--- config.mk ---
export PLATFORM = sky130hd
export DESIGN_NAME = instruction_fetch_unit
export DESIGN_NICKNAME = d
export VERILOG_FILES = /design/src/rtl/instruction_fetch_unit.sv
export SDC_FILE = /design/constraint.sdc
export NUM_CORES = 1
export LEC_CHECK = 0
export ABC_AREA = 1
export CAP_MARGIN = 20
export CORE_AREA = 2 2 147 106
export DETAILED_ROUTE_END_ITERATION = 16
export DIE_AREA = 0 0 149 108
export PLACE_DENSITY_LB_ADDON = 0.12
export SYNTH_ARGS = -nofsm -noshare
export SYNTH_HDL_FRONTEND = slang
export SYNTH_SLANG_ARGS = --single-unit
--- constraint.sdc ---
create_clock -name clk -period 2.18 [get_ports clk]
set_input_delay 0.218 -clock clk [delete_from_list [all_inputs] [get_ports clk]]
set_output_delay 0.218 -clock clk [all_outputs]
set_load 0.05 [all_outputs]
--- src/rtl/instruction_fetch_unit.sv ---
// RV32IM instruction-fetch stage: owns the PC, drives the instruction-memory handshake,
// and absorbs wait states, hazard stalls and EX redirects. Define IFU_PERF_CNT_EN for perf counters.
module instruction_fetch_unit #(
   parameter logic [31:0] RESET_PC = 32'h0000_0000,
   parameter int unsigned PC_INC   = 4
) (
   input  logic        clk,
   input  logic        reset,
   input  logic        stall,
   input  logic        branch_taken,
   input  logic [31:0] branch_target,
   output logic        imem_read,
   output logic [31:0] imem_addr,
   input  logic        imem_busy,
   input  logic [31:0] imem_rdata,
   output logic [31:0] pc_out,
   output logic [31:0] pc_next_out,
   output logic [31:0] instr_out,
   output logic        instr_valid,
   output logic        fetch_stall
`ifdef IFU_PERF_CNT_EN
   ,
   output logic [31:0] fetch_count,
   output logic [31:0] wait_count
`endif
);

   typedef enum logic [1:0] {FETCH, HOLD, DRAIN} state_t;

   localparam logic [31:0] INC = 32'(PC_INC);

   state_t      state, state_nxt;
   logic [31:0] pc, pc_nxt;
   logic [31:0] hold_buf, hold_nxt;
   logic [31:0] redir, redir_nxt;
   logic [31:0] target;

   assign target      = branch_target & ~32'h3;
   assign pc_out      = pc;
   assign imem_addr   = pc;
   assign pc_next_out = pc + INC;

   // NOTE: every output and next-state value gets a default first so no path infers a latch.
   always_comb begin
      state_nxt   = state;
      pc_nxt      = pc;
      hold_nxt    = hold_buf;
      redir_nxt   = redir;
      imem_read   = 1'b0;
      instr_out   = 32'd0;
      instr_valid = 1'b0;
      fetch_stall = 1'b0;
      case (state)
         FETCH: begin
            imem_read = 1'b1;
            if (imem_busy) begin
               fetch_stall = 1'b1;
            end else begin
               instr_out   = imem_rdata;
               instr_valid = 1'b1;
            end
            // A busy redirect must let the in-flight request finish at its original address.
            if (branch_taken && imem_busy) begin
               redir_nxt = target;
               state_nxt = DRAIN;
            end else if (branch_taken) begin
               pc_nxt = target;
            end else if (imem_busy) begin
               pc_nxt = pc;
            end else if (stall) begin
               hold_nxt  = imem_rdata;
               state_nxt = HOLD;
            end else begin
               pc_nxt = pc + INC;
            end
         end
         HOLD: begin
            instr_out   = hold_buf;
            instr_valid = 1'b1;
            if (branch_taken) begin
               pc_nxt    = target;
               state_nxt = FETCH;
            end else if (!stall) begin
               pc_nxt    = pc + INC;
               state_nxt = FETCH;
            end
         end
         DRAIN: begin
            imem_read   = 1'b1;
            fetch_stall = 1'b1;
            if (branch_taken) redir_nxt = target;
            if (!imem_busy) begin
               pc_nxt    = branch_taken ? target : redir;
               state_nxt = FETCH;
            end
         end
         default: state_nxt = FETCH;
      endcase
   end

   // NOTE: sequential state uses non-blocking assignments so every register samples pre-edge values.
   always_ff @(posedge clk) begin
      if (reset) begin
         state    <= FETCH;
         pc       <= RESET_PC;
         hold_buf <= 32'd0;
         redir    <= 32'd0;
      end else begin
         state    <= state_nxt;
         pc       <= pc_nxt;
         hold_buf <= hold_nxt;
         redir    <= redir_nxt;
      end
   end

`ifdef IFU_PERF_CNT_EN
   always_ff @(posedge clk) begin
      if (reset) begin
         fetch_count <= 32'd0;
         wait_count  <= 32'd0;
      end else begin
         if (state == FETCH && !imem_busy) fetch_count <= fetch_count + 32'd1;
         if (fetch_stall)                  wait_count  <= wait_count + 32'd1;
      end
   end
`endif

endmodule

* Word-level counts from Yosys, hierarchy flattened
Cells that the tools add are included.
** Operators by class
- Add/subtract/negate cells :: 1
- Bitwise gates (word level) :: 3
- Muxes and demuxes :: 25
- Equal/unequal tests :: 10
- Reductions and logical operators :: 9
** Operators by type and width (number)
- 32-bit two-way mux :: 9
- 32-bit one-hot mux with 2 select lines :: 2
- 32-bit one-hot mux with 3 select lines :: 1
- 32-bit by 3-bit adder with 32-bit output (second input constant) :: 1
- 3-bit inequality test (second input constant) :: 5
- 2-bit two-way mux :: 7
- 5-bit AND reduction :: 2
- 2-bit inequality test (second input constant) :: 3
- 2-bit one-hot mux with 3 select lines :: 1
- 1-bit one-hot mux with 2 select lines :: 2
- 4-bit AND reduction :: 1
- 1-bit two-way mux :: 3
- 1-bit NOT :: 3
- 3-bit nonzero test :: 1
- 2-bit by 1-bit == test with 1-bit output (second input constant) :: 1
- 2-bit == test (second input constant) :: 1
- 2-bit zero test :: 1
- 2-bit AND reduction :: 1
- 2-bit nonzero test :: 1
- 2-bit OR reduction :: 1
- 1-bit logical AND :: 1
** Word-level totals
- Word-level logic and storage cells :: 52
- Input bits :: 69
- Flip-flop bits (word level) :: 98

* Longest topological paths before layout
Gate-level depths: netlist of run 1.
- Depth in word-level cells :: 6
- Depth in mapped cells :: 12
- Mapped depth without buffers :: 12

* Least setup slack after synthesis of run 1
OpenSTA, ideal clock, no wires.
- Path type :: flip-flop to flip-flop
- Start point :: register pc[2] (netlist: imem_addr[2])
- End point :: register pc[7] (netlist: imem_addr[7])
- Arrival time :: 2643 ps
- Required time :: 2110 ps
- Buffers on the path :: 0
- Path slack :: -533 ps
- Stages on the path, launching flop included :: 9
- Path through :: dfxtp_1 inv_1 nor2_2 nand2_1 xnor2_1 nand2_1 nand2_1 nand2_1 a21oi_1
** Between the ends
- Longest elaborated chain between the ends :: 6
** RTL lines
- from (decl) :: line 33 : logic [31:0] pc, pc_nxt;
- from (signal assigned) :: line 110 : pc <= pc_nxt;
- 32-bit by 3-bit adder with 32-bit output (*)
- named net pc_next_out[7] :: line 17 : output logic [31:0] pc_next_out,
- 32-bit two-way mux (*) :: line 70, 83
- 32-bit two-way mux :: line 68 : end else if (imem_busy) begin
- 32-bit two-way mux :: line 66 : end else if (branch_taken) begin
- 32-bit two-way mux :: line 63 : if (branch_taken && imem_busy) begin
- 32-bit one-hot mux with 3 select lines (*) :: line 53 : case (state)
Mark *: on every way through the listed nets, which the timed path passes. The rest lies on a longest branch. The select of a mux whose other input is x is not followed.
A chain may end at the register's enable or synchronous reset.

* Final worst setup path of run 1
- Start point :: register pc[2] (netlist: imem_addr[2])
- End point :: output pc_next_out[18]
** Between the ends
- Longest elaborated chain between the ends :: 1
** RTL lines
- 32-bit by 3-bit adder with 32-bit output :: line 41 : assign pc_next_out = pc + INC;
- to (decl) :: line 17
Every way passes these cells.

==> flow_summary.yaml, run 1 <==
critical_path:
  cp_max_fo: 5
  setup.worst_path.start: "imem_addr[2]"
  arrival_ns: 1.89
  r2r-end: "imem_addr[15]"
  cp.required_ns: 1.96
  cp-end-kind: "primary output"
  r2r_cells: 10
  criticalPathCategory: "register to primary output"
  r2r_slack_ns: 0.43
  cp-start-kind: "register"
  r2r-start: "imem_addr[2]"
timing:
  setup_tns_ns: 0
  maxSlewViolCount: 0
  relSlewSlack: 0.643
  setup_viol: 0
  rsz0062_at_grt: "true"
  max_freq_mhz: 475
  finalWorstSetupSlack_ns: 0.0728
  min_period_ns: 2.11
  finalHoldViolations: 0
  final.setup_skew_ns: 0.00839
  tightestPinTransition_ns: 0.533
  period_share: 0.967
status:
  status: "completed"
power_and_ir_drop:
  leakage_nw: 3.62
  clkPwrFrac: 0.298
  p_total_mw: 5.91
  ir_drop_v: 0.000381
  power.switching_mw: 2.14
  pwr-share-seq: 0.347
  power_frac_comb: 0.354
  intPower_mw: 3.77
  power_density_nw_per_um2: 659
  swShare: 0.362
place:
  dpl_cell_area_um2: 8470
  pre_cts_slack_ns: 0.204
  dp_hpwl_mm: 13.2
  gp_congestion: 0.885
  io_buffers: 197
synthesis:
  synthXorXnorAreaFrac: 0.0276
  synthTopCellsByArea: "dfxtp_1 34%, nand2_1 19%, a21oi_1 14%"
  synth_warnings: 0
  muxShareOfSynthArea: 0
  ys_ff_latch: 98
  synth_top_area_share: 0.338
  postSynthAreaPerCell_um2: 6.53
  synth-simple-area-share: 0.279
  syn_nets: 959
  yosys.area.top_type: "dfxtp_1"
  synth-compound-area-share: 0.245
  syn_inst: 889
  synth_flop_cell: "dfxtp_1"
  ys_types: 34
  async_flop_share: 0
  synth_fa_ha_area_frac: 0.00216
  synthesis.area_um2: 5810
  synth_top_family_by_area: "simple AND/OR/NAND/NOR gates"
  synth_edf_count: 0
  yosysSeqAreaShare: 0.338
drt:
  routed_via_density: 5.12
  drtAntennaViolNets: 0
  drc: 0
  wl_per_cell_um: 14.9
  vias: 6366
  firstDrtPassIters: 5
  drtIter0Drc: 444
  wl_mm: 18.6
final_layout:
  layout.cells.most_common: "nand2_1"
  final_cell_area_um2: 8970
  diodes: 0
  nFillCells: 1371
  final_cell_mix: "284 x nand2_1, 157 x a21oi_1, 135 x clkdlybuf4s50_1"
  nets: 1114
  multi_input_area_um2: 3410
  finish.utilization: 0.617
  area_growth_pct: 54.6
  seq_area_um2: 2000
  drive_gt1_frac: 0.173
global_route:
  grt_max_degree: 65
  antenna_found_initial: 0
  grt_pass1_vias: 5738
  grt_pass1_wl_mm: 29.8
  grt_overflow: 0
  grtUsageTotal: 0.233
clocking:
  cts_max_level: 3
  cts_buffer_depth: 2
  clk_pin_slew_ns: 0.07
  clock_sinks: 98
  clock_latency_ns: 0.35
  cts-buffers-inserted: 9
  root_buffer: "clkbuf_16"
  cts_hold_buffers: 0
  cts_tree: "yes"
min_path:
  worstHoldEndpoint: "hold_buf[21]"
  min_path_cells: 3
  hold_path_class: "input port to register"
  min_from: "imem_rdata[21]"
job:
  maxCapViolCount: 0
floorplan:
  num_rows: 37
  core_um2: 14500
  pin_count: 200
  die_area_um2: 16100
  start_util: 0.399
  die_y_um: 108
  die-width_um: 149
-- worst max-delay path by stage --
| stage | endpoint | slack, ns | cells after the start |
|---|---|---|---|
| final | pc_next_out[18] | 0.07 | 8 |
| after global routing | pc_next_out[15] | -0.02 | 7 |
| after CTS | pc_next_out[18] | -0.005 | 8 |
| after detailed placement | imem_addr[12] | 0.20 | 8 |
| after global placement | imem_addr[12] | 0.25 | 8 |
| after floorplan | imem_addr[31] | -0.04 | 11 |
-- cell type report --
type,instances,share of cell area
flip-flops and latches,98,0.223
clock buffers,9,0.0251
repair buffers,230,0.318
multi-input cells,670,0.380
inverters,35,0.0149
clock inverters,7,0.0110
well taps,195,0.0272
-- flip-flops by register name, indices dropped and copies added, names as in the netlist --
register   count
hold_buf      32
state          2
imem_addr     32
redir         32
-- Yosys cell counts, types with 6 or more instances --
cell	n
inv_1	29
buf_2	16
buf_1	6
a21oi_1	157
buf_4	34
nand2_1	288
dfxtp_1	98
nand3_1	15
nor2_4	6
nor2_1	56
a22o_1	25
nor2_2	7
o21ai_0	76
clkbuf_1	27
and2_1	6
-- kinds of logic (layout without fill, tap and decap cells) --
kind of cell / after synthesis / after routing
flops: 98 / 98
fa+ha+maj: 1 / 1
compound gates: 263 / 263
buf+inv: 121 / 281
xor+xnor: 14 / 14
simple gates: 392 / 392
-- worst max-delay path, cell delays in order, from the launching register on --
cell and delay [ns]:
dfxtp_4 0.39, ha_4 0.16, nand2_4 0.05, nor2_4 0.13, nand2_4 0.10, nor2_4 0.23
buf_6 0.15, xor2_4 0.18, buf_12 0.16
-- metrics by stage --
step	std cells	hold slack, ns
after CTS	1241	0.426
final	1244	0.440
after global placement	1221	0.449
after global routing	1244	0.448
after detailed placement	1221	0.456
after floorplan	889	0.361
-- power groups by stage --
stage | combinational (mW) | sequential, mW | clock, mW
CTS | 2.09 | 2.05 | 1.81
global placement | 2.08 | 2.09 | 0
global route | 2.23 | 2.07 | 1.88
finish | 2.10 | 2.05 | 1.76
floorplan | 1.10 | 2.24 | 0
detailed placement | 2.08 | 2.09 | 0
-- repair_timing --
| item | in CTS | in global routing |
|---|---|---|
| resized for setup | 10 | 32 |
| setup buffers | 4 | 3 |
| hold endpoints to repair | 0 | 0 |
| cloned | 0 | 0 |
| pin swaps | 5 | 8 |
| setup endpoints to repair | 12 | 18 |
-- layer usage --
| layer | up-vias | routed length, um | global-route usage |
|---|---|---|---|
| met4 | 0 | 224 | 0.0558 |
| li1 | 3212 | - | - |
| met5 | - | 0 | 0 |
| met1 | 2923 | 9080 | 0.347 |
| met2 | 213 | 7940 | 0.346 |
| met3 | 18 | 1320 | 0.0426 |
Power figures use the tool's default switching activity.
==> inputs of run 2 (changes only) <==
- CTS_CLUSTER_SIZE: not set -> 14
- MAX_ROUTING_LAYER: not set -> met4
==> run 2 against run 1 <==
  * Global-route usage rose by 0.69 points
  * Non-clock buffer count did not move
  * Final cell count did not move
  * Sequential share of layout area did not move
  * Clock power barely moved
  * Largest power group unchanged
  * Design area did not move
  * Critical path depth fell by 1
  * Clock skew barely moved
  * Critical endpoint is now pc_next_out[15]
  * Largest cell class unchanged
  * Sequential power barely moved
  * Flip-flop and latch count did not move
  * Core utilization did not move
  * Wire length rose by 0.30%
==> flow_summary.yaml, run 2 (synthesis results as in run 1) <==
clocking:
  cts-buffers-inserted: 9
  clock_latency_ns: 0.35
  clk_pin_slew_ns: 0.07
  cts_tree: "yes"
  cts_buffer_depth: 2
  cts_max_level: 3
  cts_hold_buffers: 0
  clock_sinks: 98
  root_buffer: "clkbuf_16"
power_and_ir_drop:
  pwr-share-seq: 0.347
  power_frac_comb: 0.355
  intPower_mw: 3.77
  power.switching_mw: 2.14
  swShare: 0.362
  clkPwrFrac: 0.298
  ir_drop_v: 0.000381
  leakage_nw: 3.62
  p_total_mw: 5.92
  power_density_nw_per_um2: 659
timing:
  min_period_ns: 2.11
  maxSlewViolCount: 0
  max_freq_mhz: 473
  finalWorstSetupSlack_ns: 0.0652
  period_share: 0.970
  finalHoldViolations: 0
  tightestPinTransition_ns: 0.534
  timing.hold.ws_ns: 0.439
  relSlewSlack: 0.643
  rsz0062_at_grt: "true"
  final.setup_skew_ns: 0.00802
  setup_viol: 0
drt:
  drtAntennaViolNets: 0
  drc: 0
  wl_per_cell_um: 15.0
  routed_via_density: 5.15
  wl_mm: 18.6
  drtIter0Drc: 438
  vias: 6410
  firstDrtPassIters: 5
critical_path:
  cp_max_fo: 5
  cp-start-kind: "register"
  arrival_ns: 1.90
  cp.required_ns: 1.96
  criticalPathCategory: "register to primary output"
  cp-end-kind: "primary output"
global_route:
  grt_pass1_vias: 5740
  antenna_found_initial: 0
  grtUsageTotal: 0.239
  grt_max_degree: 65
  grt_pass1_wl_mm: 29.8
  grt_overflow: 0
place:
  dpl_cell_area_um2: 8470
  gp_congestion: 0.900
  pre_cts_slack_ns: 0.204
  io_buffers: 197
  dp_hpwl_mm: 13.2
  dpl.cell_count: 1221
final_layout:
  diodes: 0
  nFillCells: 1371
  stdcell_count: 1244
  final_cell_area_um2: 8970
  nets: 1114
  area_growth_pct: 54.6
  layout.cells.most_common: "nand2_1"
  drive_gt1_frac: 0.173
  final_cell_mix: "284 x nand2_1, 157 x a21oi_1, 135 x clkdlybuf4s50_1"
floorplan:
  start_util: 0.399
  core_um2: 14500
  die-width_um: 149
  num_rows: 37
  die_area_um2: 16100
  pin_count: 200
  die_y_um: 108
status:
  status: "completed"
min_path:
  hold_path_class: "input port to register"
job:
  maxCapViolCount: 0
[run 2: cell counts in the layout (fill, tap and decap cells not counted)]
Identical to the previous run, type by type.
[run 2: routing by layer]
metal | part of all wire | track usage
met2 | 0.43 | 0.346
met4 | 0.012 | 0.0558
met1 | 0.49 | 0.349
met3 | 0.071 | 0.0392
met5 | 0 | -
[run 2: timing repair]
| item | CTS | global route |
|---|---|---|
| setup buffers | 4 | 3 |
| resized for setup | 10 | 32 |
| endpoints found under the hold margin | 0 | 0 |
| pin swaps | 5 | 8 |
| endpoints found under the setup margin | 12 | 18 |
[run 2: area by class of cell]
class	count	area [um^2]	area share
Clock buffer	9	225	0.0251
Clock inverter	7	98.8	0.0110
Inverter	35	134	0.0149
Multi-Input combinational cell	670	3410	0.380
Sequential cell	98	2000	0.223
Tap cell	195	244	0.0272
Timing Repair Buffer	230	2860	0.318
[run 2: final timing paths]
check                                     from         endpoint  slack [ns]  cells after the start
worst max-delay path              imem_addr[2]  pc_next_out[15]        0.07                      7
worst min-delay path            imem_rdata[21]     hold_buf[21]        0.44                      3
worst max register to register    imem_addr[2]    imem_addr[15]        0.42                     10
worst min register to register    hold_buf[27]     hold_buf[27]        0.47                      2
[run 2: worst max-delay path, cell delays in order, from the launching register on]
cell     delay (ns)
dfxtp_4        0.39
inv_1          0.10
nor2_2         0.19
nand2_1        0.16
nor2_4         0.20
buf_4          0.17
xor2_4         0.17
buf_12         0.16
[run 2: power by group through the flow]
stage	logic [mW]	clock network (mW)	registers [mW]
2_1_floorplan	1.10	0	2.24
3_3_place_gp	2.08	0	2.09
3_5_place_dp	2.08	0	2.09
4_1_cts	2.09	1.81	2.05
5_1_grt	2.23	1.88	2.07
6_report	2.10	1.76	2.05
[run 2: stage by stage]
step	util	setup TNS, ns
2_1_floorplan	-	-0.0941
3_3_place_gp	0.583	0
3_5_place_dp	0.583	0
4_1_cts	0.610	-0.00492
5_1_grt	0.617	-0.0244
6_report	0.617	0
==> inputs of run 3 (changes only) <==
- CORE_AREA: 2 2 147 106 -> 3 3 148 107
- DIE_AREA: 0 0 149 108 -> 0 0 151 110
==> run 3 against run 2 <==
  * Flip-flop and latch count stayed put
  * Combinational power hardly changed
  * Via count is 0.25% lower
  * Clock skew is 0.0028 ns lower
  * Final cell count stayed put
  * Count of clock-buffer cells in the layout is 1 higher
  * Critical endpoint is now pc_next_out[11]
  * Highest routed layer unchanged
==> flow_summary.yaml, run 3 (synthesis results as in run 1) <==
final_layout:
  stdcell_count: 1244
  final_cell_area_um2: 8990
  drive_gt1_frac: 0.168
  final_cell_mix: "284 x nand2_1, 157 x a21oi_1, 135 x clkdlybuf4s50_1"
  diodes: 0
  area_growth_pct: 54.8
  layout.cells.most_common: "nand2_1"
  nets: 1114
timing:
  period_share: 0.968
  rsz0062_at_grt: "true"
  finalHoldViolations: 0
  min_period_ns: 2.11
  setup_viol: 0
  final.setup_skew_ns: 0.00517
  tightestPinTransition_ns: 0.540
  maxSlewViolCount: 0
  relSlewSlack: 0.639
  max_freq_mhz: 474
floorplan:
  num_rows: 37
  die_area_um2: 16600
  start_util: 0.399
  core_um2: 14500
  die_y_um: 110
  die-width_um: 151
  pin_count: 200
clocking:
  clock_sinks: 98
  cts_tree: "yes"
  cts_max_level: 3
  clock_latency_ns: 0.35
  cts_buffer_depth: 2
  root_buffer: "clkbuf_16"
  clk_pin_slew_ns: 0.07
  cts_hold_buffers: 0
  cts-buffers-inserted: 9
critical_path:
  r2r-end: "imem_addr[11]"
  cp.required_ns: 1.96
  r2r_slack_ns: 0.44
  arrival_ns: 1.89
  setup.worst_path.start: "imem_addr[7]"
  r2r_cells: 10
  cp-end-kind: "primary output"
  cp_max_fo: 6
  criticalPathCategory: "register to primary output"
  setup.worst_path.end: "pc_next_out[11]"
  cp-start-kind: "register"
  r2r-start: "imem_addr[7]"
global_route:
  grt_overflow: 0
  grt_pass1_wl_mm: 30.5
  grt_pass1_vias: 5989
  antenna_found_initial: 0
  grtUsageTotal: 0.237
  grt_max_degree: 65
drt:
  wl_mm: 19.0
  drc: 0
  drtIter0Drc: 477
  firstDrtPassIters: 6
  vias: 6394
  drtAntennaViolNets: 0
  wl_per_cell_um: 15.3
  routed_via_density: 5.14
power_and_ir_drop:
  leakage_nw: 3.63
  power_density_nw_per_um2: 661
  ir_drop_v: 0.000412
status:
  status: "completed"
min_path:
  hold_path_class: "input port to register"
place:
  io_buffers: 197
  dp_hpwl_mm: 13.4
  gp_congestion: 0.854
  dpl_cell_area_um2: 8490
  dpl.cell_count: 1221
job:
  maxCapViolCount: 0
-- run 3: layer usage --
metal	track usage	part of all wire	wire [um]	vias to the layer above
li1	-	-	-	3205
met1	0.344	0.49	9270	2943
met2	0.346	0.43	8120	225
met3	0.0400	0.074	1410	21
met4	0.0517	0.013	246	0
met5	-	0	0	-
-- run 3: worst min-delay path by stage --
stage,from,endpoint,slack (ns),cells past startpoint
floorplan,imem_rdata[11],hold_buf[11],0.36,2
global placement,hold_buf[28],hold_buf[28],0.45,2
detailed placement,hold_buf[25],hold_buf[25],0.46,2
CTS,imem_rdata[12],hold_buf[12],0.42,3
global route,imem_rdata[16],hold_buf[16],0.44,3
finish,imem_rdata[12],hold_buf[12],0.43,3
-- run 3: repair_timing --
action	in CTS	in global routing
endpoints found under the setup margin	12	17
gates resized for setup	11	23
buffers inserted	2	5
pin swaps	3	7
-- run 3: cell type report --
class,instances,area [um^2]
inverters,35,134
clock inverters,6,90.1
multi-input cells,670,3400
fillers,1309,5550
flip-flops and latches,98,1990
repair buffers,230,2890
clock buffers,10,239
well taps,195,244
-- run 3: metrics by stage --
step / setup slack [ns] / hold slack (ns) / TNS, ns / utilization / power [mW]
2_1_floorplan: -0.0369 / 0.361 / -0.0941 / - / 3.34
3_3_place_gp: 0.205 / 0.450 / 0 / 0.584 / 4.17
3_5_place_dp: 0.125 / 0.455 / 0 / 0.584 / 4.19
4_1_cts: 0.00386 / 0.421 / 0 / 0.610 / 5.98
5_1_grt: -0.0365 / 0.443 / -0.0582 / 0.618 / 6.20
6_report: 0.0708 / 0.430 / 0 / 0.618 / 5.94
-- run 3: critical path: stages (launching register included) --
cell and delay [ns]:
dfxtp_2 0.41, nand2_1 0.11, nor2_2 0.17, nand2_4 0.11
nor2_4 0.22, buf_4 0.18, xor2_4 0.19, buf_12 0.16
-- run 3: where the power goes --
part | total [mW] | internal [mW] | switching, mW
combinational | 2.11 | 0.839 | 1.27
clock | 1.78 | 1.04 | 0.743
sequential | 2.05 | 1.92 | 0.130
